**src/rtl/opb_reg_master_poller_if.sv**
```systemverilog
// OPB master-side signal bundle for opb_reg_master_poller.
// Bus vectors use OPB bit numbering: bit 0 is the most significant bit.
interface opb_reg_master_poller_if #(
  parameter int C_OPB_AWIDTH = 32,
  parameter int C_OPB_DWIDTH = 32
);
  logic                        M_request;
  logic                        M_select;
  logic                        M_RNW;
  logic                        M_seqAddr;
  logic                        M_busLock;
  logic [0:C_OPB_AWIDTH-1]     M_ABus;
  logic [0:C_OPB_DWIDTH/8-1]   M_BE;
  logic [0:C_OPB_DWIDTH-1]     M_DBus;

  logic                        OPB_MGrant;
  logic [0:C_OPB_DWIDTH-1]     OPB_DBus;
  logic                        OPB_xferAck;
  logic                        OPB_errAck;
  logic                        OPB_retry;
  logic                        OPB_toutSup;

  modport master (
    output M_request, M_select, M_RNW, M_seqAddr, M_busLock, M_ABus, M_BE, M_DBus,
    input  OPB_MGrant, OPB_DBus, OPB_xferAck, OPB_errAck, OPB_retry, OPB_toutSup
  );

  modport slave (
    input  M_request, M_select, M_RNW, M_seqAddr, M_busLock, M_ABus, M_BE, M_DBus,
    output OPB_MGrant, OPB_DBus, OPB_xferAck, OPB_errAck, OPB_retry, OPB_toutSup
  );
endinterface

```
**src/rtl/opb_reg_master_poller.sv**
```systemverilog
// Single-beat OPB register master: one user request becomes one OPB read or write,
// with bounded retries and a suppressible timeout. All outputs are registered.
module opb_reg_master_poller #(
  parameter int C_OPB_AWIDTH = 32,
  parameter int C_OPB_DWIDTH = 32,
  parameter int C_TIMEOUT    = 16,
  parameter int C_MAX_RETRY  = 3
) (
  input  logic                      OPB_Clk,
  input  logic                      OPB_Rst,
  opb_reg_master_poller_if.master   bus,
  input  logic                      user_req,
  input  logic                      user_rnw,
  input  logic [C_OPB_AWIDTH-1:0]   user_addr,
  input  logic [C_OPB_DWIDTH/8-1:0] user_be,
  input  logic [C_OPB_DWIDTH-1:0]   user_wdata,
  output logic                      user_busy,
  output logic                      user_done,
  output logic [C_OPB_DWIDTH-1:0]   user_rdata,
  output logic [1:0]                user_err
);

  localparam int BW = C_OPB_DWIDTH / 8;
  localparam int TW = (C_TIMEOUT < 1) ? 1 : $clog2(C_TIMEOUT + 1);
  localparam int RW = (C_MAX_RETRY < 1) ? 1 : $clog2(C_MAX_RETRY + 1);
  localparam logic [TW-1:0] TIMEOUT_V   = TW'(C_TIMEOUT);
  localparam logic [RW-1:0] MAX_RETRY_V = RW'(C_MAX_RETRY);

  localparam logic [1:0] ERR_NONE    = 2'd0;
  localparam logic [1:0] ERR_ERRACK  = 2'd1;
  localparam logic [1:0] ERR_RETRY   = 2'd2;
  localparam logic [1:0] ERR_TIMEOUT = 2'd3;

  typedef enum logic [1:0] {IDLE, REQ, XFER} state_t;

  state_t                    state_reg, state_next;

  logic                      m_request_reg, m_request_next;
  logic                      m_select_reg,  m_select_next;
  logic                      m_rnw_reg,     m_rnw_next;
  logic [C_OPB_AWIDTH-1:0]   m_abus_reg,    m_abus_next;
  logic [BW-1:0]             m_be_reg,      m_be_next;
  logic [C_OPB_DWIDTH-1:0]   m_dbus_reg,    m_dbus_next;

  logic                      rnw_reg,       rnw_next;
  logic [C_OPB_AWIDTH-1:0]   addr_reg,      addr_next;
  logic [BW-1:0]             be_reg,        be_next;
  logic [C_OPB_DWIDTH-1:0]   wdata_reg,     wdata_next;

  logic [TW-1:0]             tout_cnt_reg,  tout_cnt_next;
  logic [RW-1:0]             retry_cnt_reg, retry_cnt_next;

  logic                      busy_reg,      busy_next;
  logic                      done_reg,      done_next;
  logic [C_OPB_DWIDTH-1:0]   rdata_reg,     rdata_next;
  logic [1:0]                err_reg,       err_next;

  logic                      finish;
  logic                      release_bus;
  logic [1:0]                finish_err;

  always_ff @(posedge OPB_Clk or posedge OPB_Rst) begin
    if (OPB_Rst) begin
      state_reg     <= IDLE;
      m_request_reg <= 1'b0;
      m_select_reg  <= 1'b0;
      m_rnw_reg     <= 1'b0;
      m_abus_reg    <= '0;
      m_be_reg      <= '0;
      m_dbus_reg    <= '0;
      rnw_reg       <= 1'b0;
      addr_reg      <= '0;
      be_reg        <= '0;
      wdata_reg     <= '0;
      tout_cnt_reg  <= '0;
      retry_cnt_reg <= '0;
      busy_reg      <= 1'b0;
      done_reg      <= 1'b0;
      rdata_reg     <= '0;
      err_reg       <= '0;
    end else begin
      state_reg     <= state_next;
      m_request_reg <= m_request_next;
      m_select_reg  <= m_select_next;
      m_rnw_reg     <= m_rnw_next;
      m_abus_reg    <= m_abus_next;
      m_be_reg      <= m_be_next;
      m_dbus_reg    <= m_dbus_next;
      rnw_reg       <= rnw_next;
      addr_reg      <= addr_next;
      be_reg        <= be_next;
      wdata_reg     <= wdata_next;
      tout_cnt_reg  <= tout_cnt_next;
      retry_cnt_reg <= retry_cnt_next;
      busy_reg      <= busy_next;
      done_reg      <= done_next;
      rdata_reg     <= rdata_next;
      err_reg       <= err_next;
    end
  end

  always_comb begin
    state_next     = state_reg;
    m_request_next = m_request_reg;
    m_select_next  = m_select_reg;
    m_rnw_next     = m_rnw_reg;
    m_abus_next    = m_abus_reg;
    m_be_next      = m_be_reg;
    m_dbus_next    = m_dbus_reg;
    rnw_next       = rnw_reg;
    addr_next      = addr_reg;
    be_next        = be_reg;
    wdata_next     = wdata_reg;
    tout_cnt_next  = tout_cnt_reg;
    retry_cnt_next = retry_cnt_reg;
    busy_next      = busy_reg;
    done_next      = 1'b0;
    rdata_next     = rdata_reg;
    err_next       = err_reg;
    finish         = 1'b0;
    release_bus    = 1'b0;
    finish_err     = ERR_NONE;

    case (state_reg)
      IDLE: begin
        if (user_req) begin
          rnw_next       = user_rnw;
          addr_next      = user_addr;
          be_next        = user_be;
          wdata_next     = user_wdata;
          tout_cnt_next  = '0;
          retry_cnt_next = '0;
          busy_next      = 1'b1;
          m_request_next = 1'b1;
          state_next     = REQ;
        end
      end

      REQ: begin
        if (bus.OPB_MGrant) begin
          m_request_next = 1'b0;
          m_select_next  = 1'b1;
          m_abus_next    = addr_reg;
          m_be_next      = be_reg;
          m_rnw_next     = rnw_reg;
          m_dbus_next    = rnw_reg ? '0 : wdata_reg;
          tout_cnt_next  = '0;
          state_next     = XFER;
        end
      end

      XFER: begin
        // Priority: errAck > xferAck > retry > timeout.
        if (bus.OPB_errAck) begin
          finish     = 1'b1;
          finish_err = ERR_ERRACK;
        end else if (bus.OPB_xferAck) begin
          finish = 1'b1;
          if (rnw_reg) begin
            rdata_next = bus.OPB_DBus;
          end
        end else if (bus.OPB_retry) begin
          if (retry_cnt_reg < MAX_RETRY_V) begin
            retry_cnt_next = retry_cnt_reg + 1'b1;
            release_bus    = 1'b1;
            m_request_next = 1'b1;
            state_next     = REQ;
          end else begin
            finish     = 1'b1;
            finish_err = ERR_RETRY;
          end
        end else if (tout_cnt_reg == TIMEOUT_V) begin
          finish     = 1'b1;
          finish_err = ERR_TIMEOUT;
        end else if (!bus.OPB_toutSup) begin
          tout_cnt_next = tout_cnt_reg + 1'b1;
        end
      end

      default: begin
        state_next = IDLE;
      end
    endcase

    if (finish) begin
      release_bus = 1'b1;
      done_next   = 1'b1;
      busy_next   = 1'b0;
      err_next    = finish_err;
      state_next  = IDLE;
    end

    // Deselected master must drive zeros onto the OR-combined OPB buses.
    if (release_bus) begin
      m_select_next = 1'b0;
      m_rnw_next    = 1'b0;
      m_abus_next   = '0;
      m_be_next     = '0;
      m_dbus_next   = '0;
    end
  end

  assign bus.M_request = m_request_reg;
  assign bus.M_select  = m_select_reg;
  assign bus.M_RNW     = m_rnw_reg;
  assign bus.M_seqAddr = 1'b0;
  assign bus.M_busLock = 1'b0;
  assign bus.M_ABus    = m_abus_reg;
  assign bus.M_BE      = m_be_reg;
  assign bus.M_DBus    = m_dbus_reg;

  assign user_busy  = busy_reg;
  assign user_done  = done_reg;
  assign user_rdata = rdata_reg;
  assign user_err   = err_reg;

endmodule

```
**src/flat_wrapper.sv**
```systemverilog
// flat-port wrapper written by rule: the top's interface ports become plain ports
module opb_reg_master_poller_flat 
#(
  parameter int C_OPB_AWIDTH = 32,
  parameter int C_OPB_DWIDTH = 32,
  parameter int C_TIMEOUT    = 16,
  parameter int C_MAX_RETRY  = 3
)
  (OPB_Clk, OPB_Rst, user_req, user_rnw, user_addr, user_be, user_wdata, user_busy, user_done, user_rdata, user_err, bus_M_request, bus_M_select, bus_M_RNW, bus_M_seqAddr, bus_M_busLock, bus_M_ABus, bus_M_BE, bus_M_DBus, bus_OPB_MGrant, bus_OPB_DBus, bus_OPB_xferAck, bus_OPB_errAck, bus_OPB_retry, bus_OPB_toutSup);
  opb_reg_master_poller_if #(.C_OPB_AWIDTH(C_OPB_AWIDTH), .C_OPB_DWIDTH(C_OPB_DWIDTH)) bus_i ();
  input  logic OPB_Clk;
  input  logic OPB_Rst;
  input  logic user_req;
  input  logic user_rnw;
  input  logic [C_OPB_AWIDTH-1:0] user_addr;
  input  logic [C_OPB_DWIDTH/8-1:0] user_be;
  input  logic [C_OPB_DWIDTH-1:0] user_wdata;
  output logic user_busy;
  output logic user_done;
  output logic [C_OPB_DWIDTH-1:0] user_rdata;
  output logic [1:0] user_err;
  output wire logic [$bits(bus_i.M_request)-1:0] bus_M_request;
  output wire logic [$bits(bus_i.M_select)-1:0] bus_M_select;
  output wire logic [$bits(bus_i.M_RNW)-1:0] bus_M_RNW;
  output wire logic [$bits(bus_i.M_seqAddr)-1:0] bus_M_seqAddr;
  output wire logic [$bits(bus_i.M_busLock)-1:0] bus_M_busLock;
  output wire logic [$bits(bus_i.M_ABus)-1:0] bus_M_ABus;
  output wire logic [$bits(bus_i.M_BE)-1:0] bus_M_BE;
  output wire logic [$bits(bus_i.M_DBus)-1:0] bus_M_DBus;
  input wire logic [$bits(bus_i.OPB_MGrant)-1:0] bus_OPB_MGrant;
  input wire logic [$bits(bus_i.OPB_DBus)-1:0] bus_OPB_DBus;
  input wire logic [$bits(bus_i.OPB_xferAck)-1:0] bus_OPB_xferAck;
  input wire logic [$bits(bus_i.OPB_errAck)-1:0] bus_OPB_errAck;
  input wire logic [$bits(bus_i.OPB_retry)-1:0] bus_OPB_retry;
  input wire logic [$bits(bus_i.OPB_toutSup)-1:0] bus_OPB_toutSup;
  assign bus_M_request = bus_i.M_request;
  assign bus_M_select = bus_i.M_select;
  assign bus_M_RNW = bus_i.M_RNW;
  assign bus_M_seqAddr = bus_i.M_seqAddr;
  assign bus_M_busLock = bus_i.M_busLock;
  assign bus_M_ABus = bus_i.M_ABus;
  assign bus_M_BE = bus_i.M_BE;
  assign bus_M_DBus = bus_i.M_DBus;
  assign bus_i.OPB_MGrant = bus_OPB_MGrant;
  assign bus_i.OPB_DBus = bus_OPB_DBus;
  assign bus_i.OPB_xferAck = bus_OPB_xferAck;
  assign bus_i.OPB_errAck = bus_OPB_errAck;
  assign bus_i.OPB_retry = bus_OPB_retry;
  assign bus_i.OPB_toutSup = bus_OPB_toutSup;
  opb_reg_master_poller #(.C_OPB_AWIDTH(C_OPB_AWIDTH), .C_OPB_DWIDTH(C_OPB_DWIDTH), .C_TIMEOUT(C_TIMEOUT), .C_MAX_RETRY(C_MAX_RETRY)) u_core (.OPB_Clk(OPB_Clk), .OPB_Rst(OPB_Rst), .bus(bus_i), .user_req(user_req), .user_rnw(user_rnw), .user_addr(user_addr), .user_be(user_be), .user_wdata(user_wdata), .user_busy(user_busy), .user_done(user_done), .user_rdata(user_rdata), .user_err(user_err));
endmodule
```
**config.mk**
```make
export PLATFORM = sky130hd
export DESIGN_NAME = opb_reg_master_poller_flat
export DESIGN_NICKNAME = d
export VERILOG_FILES = /design/src/rtl/opb_reg_master_poller_if.sv /design/src/rtl/opb_reg_master_poller.sv /design/src/flat_wrapper.sv
export SDC_FILE = /design/constraint.sdc
export NUM_CORES = 1
export LEC_CHECK = 0
export CAP_MARGIN = 15
export CORE_MARGIN = 2
export CORE_UTILIZATION = 47
export DETAILED_ROUTE_END_ITERATION = 10
export PLACE_DENSITY = 0.8
export SLEW_MARGIN = 10
export SYNTH_ARGS = -nofsm -noshare
export SYNTH_HDL_FRONTEND = slang
export SYNTH_SLANG_ARGS = --single-unit
```
**constraint.sdc**
```tcl
create_clock -name OPB_Clk -period 7.25 [get_ports OPB_Clk]
set_input_delay 0.725 -clock OPB_Clk [delete_from_list [all_inputs] [get_ports OPB_Clk]]
set_output_delay 0.725 -clock OPB_Clk [all_outputs]
set_load 0.02 [all_outputs]
```
==> impl_metrics.py <==
metrics = {
    "drt": {
        "drtPass1Iterations": 4,
        "drtIter0Drc": 268,
        "finalWirelength_um": 16230,
        "drcViolationCount": 0,
        "ant_nets": 0,
        "wl_per_cell_um": 17.73,
        "vias": 4817,
        "vias_per_cell": 5.264,
    },
    "synthesis": {
        "synth_area_um2": 7108,
        "yosys-top-cells-area": "dfrtp_1 65%, mux2_1 16%, a22o_1 5.4%",
        "synthArstFlopShare_pct": 100.0,
        "synth_most_common_cell": "dfrtp_1",
        "synth-seq-cells": 185,
        "syn_area_per_cell_um2": 13.96,
        "syn_inst": 509,
        "synth_common_cells": "185 x dfrtp_1, 101 x mux2_1, 53 x nand2_1",
        "synth_ff_type": "dfrtp_1",
        "yosysWarningCount": 0,
        "synth_top_area_cell": "dfrtp_1",
        "synth_cell_types": 39,
        "synth_edf_count": 0,
        "synth_top_area_share_pct": 65.13,
        "yosysSeqAreaShare_pct": 65.13,
    },
    "die": {
        "num_rows": 44,
        "io_pins": 218,
        "core_um2": 14640,
        "start_util_pct": 48.54,
        "die-area_um2": 16120,
        "die_w_um": 127.0,
        "fp.dieH_um": 127.0,
    },
    "clock_network": {
        "clk_latency_ns": 0.43,
        "clockRootBuffer": "clkbuf_16",
        "htreeDepth": 4,
        "cts_setup_buffers": 0,
        "cts_tree": "done",
        "max-clock-path-buffers": 2,
        "clock-sinks": 185,
        "cts_resized": 0,
        "postCtsHoldBufs": 0,
        "cts_made_buffers": 17,
        "clk_pin_slew_ns": 0.06,
    },
    "finish": {
        "num_antenna_cells": 0,
        "fillers": 1001,
        "fin_area_um2": 9977,
        "fin_cells": 915,
        "syn_to_final_growth_pct": 40.36,
        "drive_gt1_share_pct": 6.293,
        "final_nets": 830,
    },
    "place": {
        "dp_slack_ns": 4.013,
        "hpwl_um": 11260,
        "gp_congestion": 0.8252,
        "placed_area_um2": 9383,
        "dp_cells": 882,
        "port-buffer-count": 215,
    },
    "worst_setup_path": {
        "crit_arrival_ns": 3.18,
        "cp_max_fo": 44,
        "cp-start-kind": "input port",
        "cp.required_ns": 7.61,
        "end_kind": "register",
        "critPathKind": "input port to register",
        "rrSetupSlack_ns": 4.56,
    },
    "sta": {
        "finalMaxSlewViolations": 0,
        "hold_viol_final": 0,
        "fin_crit_sh_pct": 38.83,
        "setup_ws_ns": 4.435,
        "tightest_slew_ns": 1.030,
        "tns_ns": 0,
        "clock.fmax_mhz": 355.2,
        "min_period_ns": 2.815,
        "fin_worst_skew_ns": 0.004934,
        "finalSetupViolations": 0,
        "rsz0062_at_grt": "false",
        "slew-limit-headroom_pct": 31.15,
    },
    "outcome": {
        "outcome": "finished, final reports clean",
    },
    "power": {
        "p_leak_nw": 4.367,
        "power_per_cell_area_nw_per_um2": 424.2,
        "peakVddDrop_mv": 0.2842,
        "finalPower_mw": 4.233,
    },
    "global_routing": {
        "grt-ovfl-total": 0,
        "grt_usage_pct": 20.99,
        "grt_pass1_vias": 5150,
        "grt_pass1_wl_um": 26300,
        "grt_max_degree": 100,
        "antenna_found_initial": 0,
    },
    "min_path": {
        "min_path_type": "register to register",
    },
    "flow_run": {
        "drv_cap": 0,
    },
}
cell type report:
cell class,count,area [µm²],area share (%)
clock buffers,22,474.2,4.753
clock inverters,10,92.59,0.9280
inverters,7,31.28,0.3135
multi-input cells,284,2287,22.92
flip-flops and latches,185,4629,46.40
well taps,184,230.2,2.308
repair buffers,223,2232,22.37
power by group:
group,total [mW],internal [mW],switching [mW]
Sequential,1.76,1.49,0.269
Clock,0.882,0.501,0.381
Combinational,1.59,0.812,0.780
logic make-up after synthesis:
kind of cell | Yosys count | synth area share, %
AOI/OAI and AO/OA | 94 | 9.329
adders and majority gates | 3 | 0.5281
and+or+nand+nor | 81 | 5.650
other | 1 | 0.05276
buffers and inverters | 41 | 2.869
muxes | 104 | 16.44
DFF | 185 | 65.13
cell usage in the layout, fill, tap and decap left out, types with 2 or more instances in the layout:
master,instances
a41oi_1,2
nor3_1,2
nor2_2,2
a22o_1,44
buf_4,7
nand2b_1,3
a21oi_1,32
clkinvlp_4,4
clkbuf_16,17
inv_1,6
nor2b_1,2
clkdlybuf4s50_1,215
inv_6,3
nand3_1,3
ha_1,3
clkbuf_8,3
a31oi_1,4
o21ai_1,7
nor2_1,5
conb_1,2
mux2i_1,2
dfrtp_1,185
or2_1,2
nand2_1,53
clkinv_2,3
mux2_1,101
clkbuf_1,2
worst max-delay path, stage by stage:
cell	delay [ns]
clkdlybuf4s50_1	0.48
or2_1	0.32
o31a_1	0.30
buf_4	0.23
nor2_4	0.82
a22o_1	0.28
layer usage:
layer | routed length, µm | GRT usage, %
met1 | 6883 | 26.14
met2 | 7539 | 33.81
met3 | 1540 | 8.124
met4 | 263 | 7.304
met5 | 0 | 0
stage by stage:
step | utilization [%] | hold WS (ns)
6_report | 68.13 | 0.4845
5_1_grt | 68.13 | 0.5004
4_1_cts | 67.94 | 0.4879
3_5_place_dp | 64.07 | 0.4737
3_3_place_gp | 64.07 | 0.4662
2_1_floorplan | - | 0.4443
final timing paths:
check / start / endpoint / cells after the start
worst max-delay path: bus_OPB_xferAck / u_core.bus.M_DBus[21] / 6
worst min-delay path: u_core.user_rdata[20] / u_core.user_rdata[20] / 1
worst max register to register: u_core.tout_cnt_reg[0] / u_core.bus.M_DBus[21] / 7
worst min register to register: u_core.user_rdata[20] / u_core.user_rdata[20] / 1
max in group asynchronous: OPB_Rst / u_core.bus.M_ABus[16] / 4
min in group asynchronous: OPB_Rst / u_core.addr_reg[23] / 2
No activity file was read; power rests on OpenSTA's default activity.
